$ cat src/rtl/m_wb_uart_pkg.sv
// m_wb_uart shared definitions: register offsets,
// status bit indices and engine state encodings.
package m_wb_uart_pkg;

  localparam logic REG_DATA = 1'b0;
  localparam logic REG_STAT = 1'b1;

  localparam int ST_TXFULL = 0;
  localparam int ST_TXIDLE = 1;
  localparam int ST_RXNE   = 2;
  localparam int ST_OVR    = 3;
  localparam int ST_FERR   = 4;
  localparam int ST_LOOP   = 5;

  localparam int DAT_RXNE  = 8;

  typedef enum logic [1:0] {
    TX_IDLE,
    TX_START,
    TX_DATA,
    TX_STOP
  } tx_state_t;

  typedef enum logic [1:0] {
    RX_IDLE,
    RX_START,
    RX_DATA,
    RX_STOP
  } rx_state_t;

endpackage

$ cat src/rtl/m_wb_uart_if.sv
// m_wb_uart Wishbone slave bus bundle,
// zero-wait-state, ACK follows STB.
interface m_wb_uart_if;
  logic        STB_I;
  logic        WE_I;
  logic        ADR_I;
  logic [3:0]  SEL_I;
  logic [31:0] DAT_I;
  logic [31:0] DAT_O;
  logic        ACK_O;

  modport master (
    output STB_I, WE_I, ADR_I, SEL_I, DAT_I,
    input  DAT_O, ACK_O
  );

  modport slave (
    input  STB_I, WE_I, ADR_I, SEL_I, DAT_I,
    output DAT_O, ACK_O
  );
endinterface

$ cat src/rtl/m_wb_uart_fifo.sv
// m_wb_uart byte FIFO: power-of-two depth,
// push while full succeeds only with a pop.
module m_wb_uart_fifo #(
  parameter int WIDTH     = 8,
  parameter int LOG2DEPTH = 2
) (
  input  logic             CLK_I,
  input  logic             RST_I,
  input  logic             push,
  input  logic             pop,
  input  logic [WIDTH-1:0] din,
  output logic             full,
  output logic             empty,
  output logic [WIDTH-1:0] head
);
  localparam int DEPTH = 2**LOG2DEPTH;

  logic [WIDTH-1:0]     mem [DEPTH];
  logic [LOG2DEPTH-1:0] wp;
  logic [LOG2DEPTH-1:0] rp;
  logic [LOG2DEPTH:0]   cnt;
  logic                 do_push;
  logic                 do_pop;

  assign empty   = (cnt == '0);
  assign full    = (cnt == (LOG2DEPTH+1)'(DEPTH));
  assign do_pop  = pop & ~empty;
  assign do_push = push & (~full | do_pop);
  assign head    = mem[rp];

  always_ff @(posedge CLK_I) begin
    if (RST_I) begin
      wp  <= '0;
      rp  <= '0;
      cnt <= '0;
    end else begin
      if (do_push) wp <= wp + LOG2DEPTH'(1);
      if (do_pop)  rp <= rp + LOG2DEPTH'(1);
      case ({do_push, do_pop})
        2'b10:   cnt <= cnt + (LOG2DEPTH+1)'(1);
        2'b01:   cnt <= cnt - (LOG2DEPTH+1)'(1);
        default: cnt <= cnt;
      endcase
    end
  end

  always_ff @(posedge CLK_I) begin
    if (do_push) mem[wp] <= din;
  end
endmodule

$ cat src/rtl/m_wb_uart.sv
// m_wb_uart: 8N1 Wishbone UART with TX/RX FIFOs.
// Define M_WB_UART_LOOPBACK_EN for internal TX->RX loopback.
module m_wb_uart
  import m_wb_uart_pkg::*;
#(
  parameter int DIVWIDTH = 16,
  parameter int DIVRESET = 104,
  parameter int FIFOLOG2 = 2
) (
  input  logic         CLK_I,
  input  logic         RST_I,
  m_wb_uart_if.slave   wb,
  input  logic         usartRX,
  output logic         usartTX,
  output logic         irq
);
  logic [DIVWIDTH-1:0] div_q, period, half, reload;
  logic [15:0] div16;
  logic rd0, wr0, wr1;
  logic tx_full, tx_empty, tx_pop;
  logic rx_full, rx_empty, rx_push;
  logic [7:0] tx_head, rx_head;
  logic ovr_q, fe_q, ovr_set, fe_set;
  logic loop_q, rx_in;
  logic unused;

  assign period = (div_q < DIVWIDTH'(2)) ? DIVWIDTH'(2) : div_q;
  assign half   = period >> 1;
  assign reload = period - DIVWIDTH'(1);
  assign div16  = 16'(div_q);

  assign rd0 = wb.STB_I & ~wb.WE_I & (wb.ADR_I == REG_DATA);
  assign wr0 = wb.STB_I & wb.WE_I & (wb.ADR_I == REG_DATA)
             & wb.SEL_I[0];
  assign wr1 = wb.STB_I & wb.WE_I & (wb.ADR_I == REG_STAT);
  assign wb.ACK_O = wb.STB_I;
  assign unused = &{1'b0, wb.DAT_I[15:8], wb.DAT_I[1],
                    wb.SEL_I[1]};

  m_wb_uart_fifo #(.WIDTH(8), .LOG2DEPTH(FIFOLOG2)) u_txf (
    .CLK_I(CLK_I), .RST_I(RST_I),
    .push(wr0), .pop(tx_pop), .din(wb.DAT_I[7:0]),
    .full(tx_full), .empty(tx_empty), .head(tx_head)
  );

  // ------------------------------------------------------------ TX
  tx_state_t tx_st, tx_nx;
  logic [DIVWIDTH-1:0] tx_cnt, tx_cnt_nx;
  logic [7:0] tx_sh, tx_sh_nx;
  logic [2:0] tx_bit, tx_bit_nx;
  logic tx_zero;

  assign tx_zero = (tx_cnt == '0);

  always_ff @(posedge CLK_I) begin
    if (RST_I) begin
      tx_st  <= TX_IDLE;
      tx_cnt <= '0;
      tx_sh  <= '0;
      tx_bit <= '0;
    end else begin
      tx_st  <= tx_nx;
      tx_cnt <= tx_cnt_nx;
      tx_sh  <= tx_sh_nx;
      tx_bit <= tx_bit_nx;
    end
  end

  always_comb begin
    tx_nx     = tx_st;
    tx_cnt_nx = tx_zero ? tx_cnt : tx_cnt - DIVWIDTH'(1);
    tx_sh_nx  = tx_sh;
    tx_bit_nx = tx_bit;
    tx_pop    = 1'b0;
    unique case (tx_st)
      TX_IDLE: if (!tx_empty) begin
        tx_nx     = TX_START;
        tx_pop    = 1'b1;
        tx_sh_nx  = tx_head;
        tx_cnt_nx = reload;
      end
      TX_START: if (tx_zero) begin
        tx_nx     = TX_DATA;
        tx_bit_nx = '0;
        tx_cnt_nx = reload;
      end
      TX_DATA: if (tx_zero) begin
        tx_sh_nx  = {1'b0, tx_sh[7:1]};
        tx_bit_nx = tx_bit + 3'd1;
        tx_cnt_nx = reload;
        if (tx_bit == 3'd7) tx_nx = TX_STOP;
      end
      TX_STOP: if (tx_zero) begin
        // next byte chains straight into its start bit
        if (!tx_empty) begin
          tx_nx     = TX_START;
          tx_pop    = 1'b1;
          tx_sh_nx  = tx_head;
          tx_cnt_nx = reload;
        end else begin
          tx_nx = TX_IDLE;
        end
      end
      default: tx_nx = TX_IDLE;
    endcase
  end

  always_comb begin
    unique case (tx_st)
      TX_START: usartTX = 1'b0;
      TX_DATA:  usartTX = tx_sh[0];
      default:  usartTX = 1'b1;
    endcase
  end

  // ------------------------------------------------------------ RX
`ifdef M_WB_UART_LOOPBACK_EN
  always_ff @(posedge CLK_I) begin
    if (RST_I)                loop_q <= 1'b0;
    else if (wr1 & wb.SEL_I[0]) loop_q <= wb.DAT_I[1];
  end
  assign rx_in = loop_q ? usartTX : usartRX;
`else
  assign loop_q = 1'b0;
  assign rx_in  = usartRX;
`endif

  rx_state_t rx_st, rx_nx;
  logic [DIVWIDTH-1:0] rx_cnt, rx_cnt_nx;
  logic [7:0] rx_sh, rx_sh_nx;
  logic [2:0] rx_bit, rx_bit_nx;
  logic rx_meta, rxs, rxs_d, rx_zero;

  assign rx_zero = (rx_cnt == '0);

  always_ff @(posedge CLK_I) begin
    if (RST_I) begin
      rx_meta <= 1'b1;
      rxs     <= 1'b1;
      rxs_d   <= 1'b1;
      rx_st   <= RX_IDLE;
      rx_cnt  <= '0;
      rx_sh   <= '0;
      rx_bit  <= '0;
    end else begin
      rx_meta <= rx_in;
      rxs     <= rx_meta;
      rxs_d   <= rxs;
      rx_st   <= rx_nx;
      rx_cnt  <= rx_cnt_nx;
      rx_sh   <= rx_sh_nx;
      rx_bit  <= rx_bit_nx;
    end
  end

  always_comb begin
    rx_nx     = rx_st;
    rx_cnt_nx = rx_zero ? rx_cnt : rx_cnt - DIVWIDTH'(1);
    rx_sh_nx  = rx_sh;
    rx_bit_nx = rx_bit;
    rx_push   = 1'b0;
    ovr_set   = 1'b0;
    fe_set    = 1'b0;
    unique case (rx_st)
      RX_IDLE: if (rxs_d & ~rxs) begin
        rx_nx     = RX_START;
        rx_cnt_nx = half - DIVWIDTH'(1);
      end
      RX_START: if (rx_zero) begin
        if (rxs) begin
          rx_nx = RX_IDLE;
        end else begin
          rx_nx     = RX_DATA;
          rx_bit_nx = '0;
          rx_cnt_nx = reload;
        end
      end
      RX_DATA: if (rx_zero) begin
        rx_sh_nx  = {rxs, rx_sh[7:1]};
        rx_bit_nx = rx_bit + 3'd1;
        rx_cnt_nx = reload;
        if (rx_bit == 3'd7) rx_nx = RX_STOP;
      end
      RX_STOP: if (rx_zero) begin
        rx_nx = RX_IDLE;
        // a same-cycle read frees the slot for this byte
        if (!rxs)                 fe_set  = 1'b1;
        else if (rx_full & ~rd0)  ovr_set = 1'b1;
        else                      rx_push = 1'b1;
      end
      default: rx_nx = RX_IDLE;
    endcase
  end

  m_wb_uart_fifo #(.WIDTH(8), .LOG2DEPTH(FIFOLOG2)) u_rxf (
    .CLK_I(CLK_I), .RST_I(RST_I),
    .push(rx_push), .pop(rd0), .din(rx_sh),
    .full(rx_full), .empty(rx_empty), .head(rx_head)
  );

  // ------------------------------------------------------ registers
  always_ff @(posedge CLK_I) begin
    if (RST_I) begin
      div_q <= DIVWIDTH'(DIVRESET);
      ovr_q <= 1'b0;
      fe_q  <= 1'b0;
    end else begin
      if (wr1 & (wb.SEL_I[2] | wb.SEL_I[3]))
        div_q <= wb.DAT_I[16 +: DIVWIDTH];
      if (wr1 & wb.SEL_I[0] & wb.DAT_I[0]) begin
        ovr_q <= 1'b0;
        fe_q  <= 1'b0;
      end
      if (ovr_set) ovr_q <= 1'b1;
      if (fe_set)  fe_q  <= 1'b1;
    end
  end

  assign irq = ~rx_empty | ovr_q | fe_q;

  always_comb begin
    wb.DAT_O = '0;
    if (wb.STB_I) begin
      if (wb.ADR_I == REG_DATA) begin
        if (!rx_empty) begin
          wb.DAT_O[7:0]     = rx_head;
          wb.DAT_O[DAT_RXNE] = 1'b1;
        end
      end else begin
        wb.DAT_O[31:16]     = div16;
        wb.DAT_O[ST_TXFULL] = tx_full;
        wb.DAT_O[ST_TXIDLE] = tx_empty & (tx_st == TX_IDLE);
        wb.DAT_O[ST_RXNE]   = ~rx_empty;
        wb.DAT_O[ST_OVR]    = ovr_q;
        wb.DAT_O[ST_FERR]   = fe_q;
        wb.DAT_O[ST_LOOP]   = loop_q;
      end
    end
  end
endmodule
$ cat src/flat_wrapper.sv
// flat-port wrapper written by rule: the top's interface ports become plain ports
module m_wb_uart_flat import m_wb_uart_pkg::*;
#(
  parameter int DIVWIDTH = 16,
  parameter int DIVRESET = 104,
  parameter int FIFOLOG2 = 2
)
  (CLK_I, RST_I, usartRX, usartTX, irq, wb_STB_I, wb_WE_I, wb_ADR_I, wb_SEL_I, wb_DAT_I, wb_DAT_O, wb_ACK_O);
  m_wb_uart_if wb_i ();
  input  logic CLK_I;
  input  logic RST_I;
  input  logic usartRX;
  output logic usartTX;
  output logic irq;
  input wire logic [$bits(wb_i.STB_I)-1:0] wb_STB_I;
  input wire logic [$bits(wb_i.WE_I)-1:0] wb_WE_I;
  input wire logic [$bits(wb_i.ADR_I)-1:0] wb_ADR_I;
  input wire logic [$bits(wb_i.SEL_I)-1:0] wb_SEL_I;
  input wire logic [$bits(wb_i.DAT_I)-1:0] wb_DAT_I;
  output wire logic [$bits(wb_i.DAT_O)-1:0] wb_DAT_O;
  output wire logic [$bits(wb_i.ACK_O)-1:0] wb_ACK_O;
  assign wb_i.STB_I = wb_STB_I;
  assign wb_i.WE_I = wb_WE_I;
  assign wb_i.ADR_I = wb_ADR_I;
  assign wb_i.SEL_I = wb_SEL_I;
  assign wb_i.DAT_I = wb_DAT_I;
  assign wb_DAT_O = wb_i.DAT_O;
  assign wb_ACK_O = wb_i.ACK_O;
  m_wb_uart #(.DIVWIDTH(DIVWIDTH), .DIVRESET(DIVRESET), .FIFOLOG2(FIFOLOG2)) u_core (.CLK_I(CLK_I), .RST_I(RST_I), .wb(wb_i), .usartRX(usartRX), .usartTX(usartTX), .irq(irq));
endmodule
$ cat config.mk
export PLATFORM = sky130hd
export DESIGN_NAME = m_wb_uart_flat
export DESIGN_NICKNAME = d
export VERILOG_FILES = /design/src/rtl/m_wb_uart_pkg.sv /design/src/rtl/m_wb_uart_if.sv /design/src/rtl/m_wb_uart_fifo.sv /design/src/rtl/m_wb_uart.sv /design/src/flat_wrapper.sv
export SDC_FILE = /design/constraint.sdc
export NUM_CORES = 1
export LEC_CHECK = 0
export ABC_CLOCK_PERIOD_IN_PS = 6200
export CAP_MARGIN = 20
export CORE_MARGIN = 2
export CORE_UTILIZATION = 30
export CTS_BUF_LIST = sky130_fd_sc_hd__clkbuf_2 sky130_fd_sc_hd__clkbuf_4 sky130_fd_sc_hd__clkbuf_8
export DETAILED_ROUTE_END_ITERATION = 7
export GPL_TIMING_DRIVEN = 0
export PLACE_DENSITY = 0.44
export SYNTH_ARGS = -nofsm -noshare
export SYNTH_HDL_FRONTEND = slang
export SYNTH_SLANG_ARGS = --single-unit
$ cat constraint.sdc
create_clock -name CLK_I -period 6.2 [get_ports CLK_I]
set_clock_uncertainty 0.15 [all_clocks]
set_input_delay 1.86 -clock CLK_I [delete_from_list [all_inputs] [get_ports CLK_I]]
set_output_delay 1.86 -clock CLK_I [all_outputs]
set_load 0.1 [all_outputs]
# Yosys cells after proc, flatten, opt, wreduce, memory -nomap -nowiden

Memory sizes are Yosys's and may differ from the RTL's. A register that Yosys moved wholly into a read port is not among the register bits.
Cells that the tools add are included.

Flip-flop bits (word level): 93
RAM bits: 64
Input bits: 42
Output and inout bits: 35
Word-level logic and storage cells: 182
Memories: 2

Memory list:

| name             | depth | width | read ports | clocked after Yosys merged registers in | wr ports | line                 | text |
|---|---|---|---|---|---|---|---|
| u_core.u_rxf.mem | 4     | 8     | 1          | 1                                       | 1        | m_wb_uart_fifo.sv:18 | `logic [WIDTH-1:0] mem [DEPTH];` |
| u_core.u_txf.mem | 4     | 8     | 1          | 1                                       | 1        | m_wb_uart_fifo.sv:18 |  |

Add/subtract/negate cells: 14
$lt $le $gt $ge: 1
Equality and inequality tests: 25
Mux-type cells: 71
Bitwise operators: 29
Reductions and logical operators: 20

Operator list:

| cell                    | count |
|---|---|
| $mux W16                | 12 |
| $pmux W16 S3            | 2 |
| $sub A16 B1 Y16 const B | 3 |
| $logic_not A16 Y1       | 2 |
| $mux W2                 | 15 |
| $mux W8                 | 3 |
| $pmux W3 S2             | 4 |
| $pmux W8 S3             | 1 |
| $mux W1                 | 21 |
| $mux W3                 | 6 |
| $mux W9                 | 2 |
| $ne A2 B1 Y1 const B    | 9 |
| $and A1 B1 Y1           | 16 |
| $lt A16 B2 Y1 const B   | 1 |
| $pmux W2 S4             | 2 |
| $sub A15 B1 Y16 const B | 1 |
| $add A3 B1 Y3 const B   | 4 |
| $eq A2 B2 Y1 const B    | 6 |
| $eq A3 B3 Y1 const B    | 4 |
| $reduce_bool A2 Y1      | 6 |
| $reduce_and A5 Y1       | 2 |
| $add A2 B1 Y2 const B   | 4 |
| $eq A2 B1 Y1 const B    | 4 |
| $not A1 Y1              | 8 |
| 12 further kinds        | 22 |

# Depth between registers and ports, before layout

Word-level depth: 12
Depth in mapped cells: 13
Mapped depth without buffers: 12

# Cells and area by module

Synthesis repeated with hierarchy kept, for this count alone.

Cell total of the unflattened synthesis: 913
Area, all modules: 8675.8 um2

Modules (own cells, without submodules):

| module         | instances | cells an instance | area an instance (um2) |
|---|---|---|---|
| m_wb_uart      | 1         | 711               | 5292.6 |
| m_wb_uart_fifo | 2         | 101               | 1691.6 |

# Least setup slack after synthesis

OpenSTA, ideal clock, no wires.

Path type: input to output
Start point: in wb_ADR_I
End point: out wb_DAT_O[3]
Data arrival time: 4.497 ns
Required time: 4.190 ns
Slack: -0.307 ns
Stages on the path: 4
Path buffers: 1
Path through: clkbuf_1 -> nand2b_1 -> nor2_1 -> a32o_1

Word-level cells in the longest chain between the ends: 2

RTL lines:

| what            | line               | text |
|---|---|---|
| start, declared | flat_wrapper.sv:17 | `input wire logic [$bits(wb_i.ADR_I)-1:0] wb_ADR_I;` |
| $mux W6         | m_wb_uart.sv:224   | `if (wb.ADR_I == REG_DATA) begin` |
| $mux W9         | m_wb_uart.sv:223   | `if (wb.STB_I) begin` |
| end, declared   | flat_wrapper.sv:20 | `output wire logic [$bits(wb_i.DAT_O)-1:0] wb_DAT_O;` |

Every way passes these cells.

# Final worst setup path

Start point: in wb_STB_I
End point: out wb_DAT_O[1]

Word-level cells in the longest chain between the ends: 1

RTL lines:

| what            | line               | text |
|---|---|---|
| start, declared | flat_wrapper.sv:15 | `input wire logic [$bits(wb_i.STB_I)-1:0] wb_STB_I;` |
| $mux W9         | m_wb_uart.sv:223   |  |

Every way passes these cells.

==> flow_metrics.tcl <==
set metrics [dict create \
    status "finished, final reports clean" \
    finalWorstPathRequiredPeriod_ns 6.11 \
    maximum_number_of_pins_on_one_net_before_global_route_repair 19 \
    timing_worst_slew_pin_value_ns 0.991 \
    final.setup.tns_ns 0 \
    setup_viol 0 \
    async_flop_share 0 \
    post_synth_instance_area_sq_um 8610 \
    syn-instance-count 902 \
    firstDrtPassIters 5 \
    synth.ff_latch_count 161 \
    cts_hold_buffers 0 \
    synth_compound_gate_area_share 0.152 \
    first_global_vias 6923 \
    antenna_found_initial 0 \
    fmax_mhz 164 \
    timing.final.hold_violations 0 \
    final_util 0.353 \
    grtUsageMet3 0.0298 \
    wp_data_arrival_ns 4.10 \
    ys_warn_count 0 \
    synth_top_family_by_area "simple AND/OR/NAND/NOR gates" \
    worst_setup_path_startpoint "wb_STB_I" \
    area_taken_by_multi_input_logic_gates_sq_um 4380 \
    fp.coreArea_sq_um 28500 \
    worst_hold_path_type "flop to flop" \
    cpLargestDelayFamily "buffers and inverters" \
    timing.hold.worst.start "u_core.rx_meta" \
    cts_made_buffers 17 \
    top_usage_layer "met2" \
    pin_count 77 \
    grt_first_pass_wirelength_microns 40400 \
    crit_path_max_fanout 10 \
    leakage_nw 3.56 \
    synth_largest_area_cell "sky130_fd_sc_hd__dfxtp_1" \
    final-seq-area_sq_um 3860 \
    cpMaxStageDelayCell "sky130_fd_sc_hd__clkdlybuf4s50_1" \
    grtUsageMet2 0.281 \
    cts_root_buf "sky130_fd_sc_hd__clkbuf_8" \
    synthTopCellsByArea "sky130_fd_sc_hd__dfxtp_1 23%, sky130_fd_sc_hd__edfxtp_1 22%, sky130_fd_sc_hd__nand2_1 4.6%" \
    cp_data_required_time_ns 4.19 \
    grt.met1_usage 0.238 \
    synth-edff-count 64 \
    drtAntennaViolNets 0 \
    path_buf_inv 3 \
    synthDominantCellAreaShare 0.226 \
    die-width_microns 173 \
    route.detailed.vias_per_inst 5.10 \
    number_of_placed_instances_with_taps_included 1351 \
    path_class "primary input to output port" \
    p_per_area_nw_per_um2 372 \
    synthesis_to_finish_area_growth_pct 16.8 \
    clock_input_transition_at_the_sequential_cells_of_the_worst_setup_and_hold_paths_ns 0.11 \
    grt.total_usage 0.174 \
    critical_path_cell_sequence "clkdlybuf4s50_1, clkbuf_1, nor2b_1, clkdlybuf4s15_2" \
    floorplan.initialDensity 0.302 \
    ys.flop_type "sky130_fd_sc_hd__dfxtp_1" \
    placement.setup.worst_slack_ns -0.425 \
    layout.nets 1055 \
    drc 0 \
    clock_path_buffers 2 \
    finalCritPeriodShare 0.985 \
    synth_simple_gate_area_share 0.204 \
    synthDistinctLibCells 75 \
    fp.dieArea_sq_um 30100 \
    tritoncts "yes" \
    yosys.area_share.xor_xnor 0.0438 \
    layout.filler_cells 2973 \
    post_layout_nonfiller_instances 1384 \
    timing.max_cap.violations 0 \
    clkLatencyLatePin_ns 0.47 \
    wire_per_inst_microns 18.6 \
    gp_routability_congestion 0.836 \
    cp_capture_type "output port" \
    vias 7062 \
    globalRoute.totalOverflow 0 \
    maxSlewViolCount 0 \
    synth_seq_area_share 0.449 \
    placement_rows 62 \
    synth.avg_cell_area_sq_um 9.54 \
    reg2reg_setup_slack_ns 2.06 \
    yosys.area_share.adder 0.0395 \
    worst_r2r_startpoint "u_core.div16[13]" \
    relSlewSlack 0.337 \
    routed_wire_length_microns 25800 \
    port_buffers 58 \
    num_antenna_cells 0 \
    synth.area.mux_share 0.0666 \
    cts-htree-levels 4 \
    hpwl_microns 18700 \
    rsz0062_at_grt "no" \
    mostFrequentLayoutCell "sky130_fd_sc_hd__nand2_1" \
    critPathMaxStageDelay_ns 0.69 \
    post_route_cells_drive_above_1_share 0.0960 \
    crit_path_start_kind "primary input" \
    min_setup_slack_post_route_ns 0.0926 \
    detailedRoute.firstIterationViolations 473 \
    layout_common_cells "105 x sky130_fd_sc_hd__nand2_1, 97 x sky130_fd_sc_hd__dfxtp_1, 76 x sky130_fd_sc_hd__nor2_1" \
    peakVddDrop_uv 132 \
    die_h_microns 173 \
    clock-sinks 161 \
]
-- final timing paths --
path / to / cells after the start
worst max-delay path: wb_DAT_O[1] / 4
worst min-delay path: u_core.rxs / 1
worst max register to register: u_core.tx_cnt[6] / 10
worst min register to register: u_core.rxs / 1
-- cell usage after synthesis, drive strengths merged, types with 6 or more instances --
master	number
nor2b	8
a22oi	13
a31oi	7
nor4	12
xnor2	21
a211oi	12
mux4	16
or4	7
o21ai	48
and3	19
clkbuf	44
mux2i	19
nor3	28
dfxtp	97
nand2b	7
ha	24
nor2	78
nand2	105
or3	16
a21oi	57
o22ai	6
edfxtp	64
xor2	22
and2	16
buf	20
nand3	17
a221oi	6
inv	25
-- report_power, final --
group,switching (mW),internal [mW]
clock network,0.495,0.307
registers,0.104,1.21
logic,1.04,0.592
total,1.64,2.11
-- worst register-to-register path, stage by stage (launching register included) --
cell and delay (ns):
sky130_fd_sc_hd__dfxtp_1 0.31, sky130_fd_sc_hd__clkbuf_1 0.30, sky130_fd_sc_hd__nor4_1 0.87, sky130_fd_sc_hd__nand4_1 0.33, sky130_fd_sc_hd__nand2_1 0.29, sky130_fd_sc_hd__ha_1 0.25
sky130_fd_sc_hd__nand3_1 0.35, sky130_fd_sc_hd__xnor2_1 0.39, sky130_fd_sc_hd__a22oi_1 0.13, sky130_fd_sc_hd__or3_1 0.38, sky130_fd_sc_hd__a221oi_1 0.29
-- sequential cells by signal, indices dropped and copies added (netlist names), 2 cells and up, named ones only --
signal and count:
u_core.u_txf.rp 2, u_core.u_txf.wp 2, u_core.tx_st 2, u_core.rx_sh 8, u_core.u_rxf.rp 2, u_core.u_rxf.wp 2
u_core.u_rxf.mem 32, u_core.tx_cnt 16, u_core.rx_bit 3, u_core.tx_sh 8, u_core.div16 16, u_core.tx_bit 3
u_core.u_rxf.cnt 3, u_core.rx_cnt 16, u_core.u_txf.mem 32, u_core.u_txf.cnt 3
-- layout make-up --
type	instances	area share
multi-input cells	658	0.436
flip-flops and latches	161	0.384
repair buffers	60	0.0536
well taps	384	0.0478
plain buffers	64	0.0292
clock buffers	17	0.0233
clock inverters	15	0.0168
inverters	25	0.00933
-- logic make-up (layout without fill, tap and decap cells) --
group                    count (synthesis)  in the layout
AO/OA/AOI/OAI                          201            201
XOR/XNOR                                43             43
adder cells (fa/ha/maj)                 26             26
buffers and inverters                   89            181
flip-flops                             161            161
multiplexers                            37             37
other                                    1              7
AND/OR/NAND/NOR                        344            344
-- routing by layer --
metal | wire, microns | vias to the layer above
met5 | 0 | -
met4 | 427 | 0
met3 | 1120 | 25
met2 | 12200 | 155
met1 | 12100 | 3428
li1 | - | 3454
-- stage by stage --
stage	total power [mW]	area, sq um	hold slack, ns
final	3.74	10100	0.272
after global routing	4.00	10100	0.300
after CTS	3.76	10100	0.276
after detailed placement	2.95	9700	0.249
after global placement	2.96	9690	0.244
after floorplan	2.52	8630	0.239
-- timing repair --
action,4_1_cts,5_1_grt
hold endpoints to repair,0,0
resized for setup,40,14
setup endpoints to repair,25,10
setup buffers,0,0
gates cloned,0,0
Power figures use the tool's default switching activity.
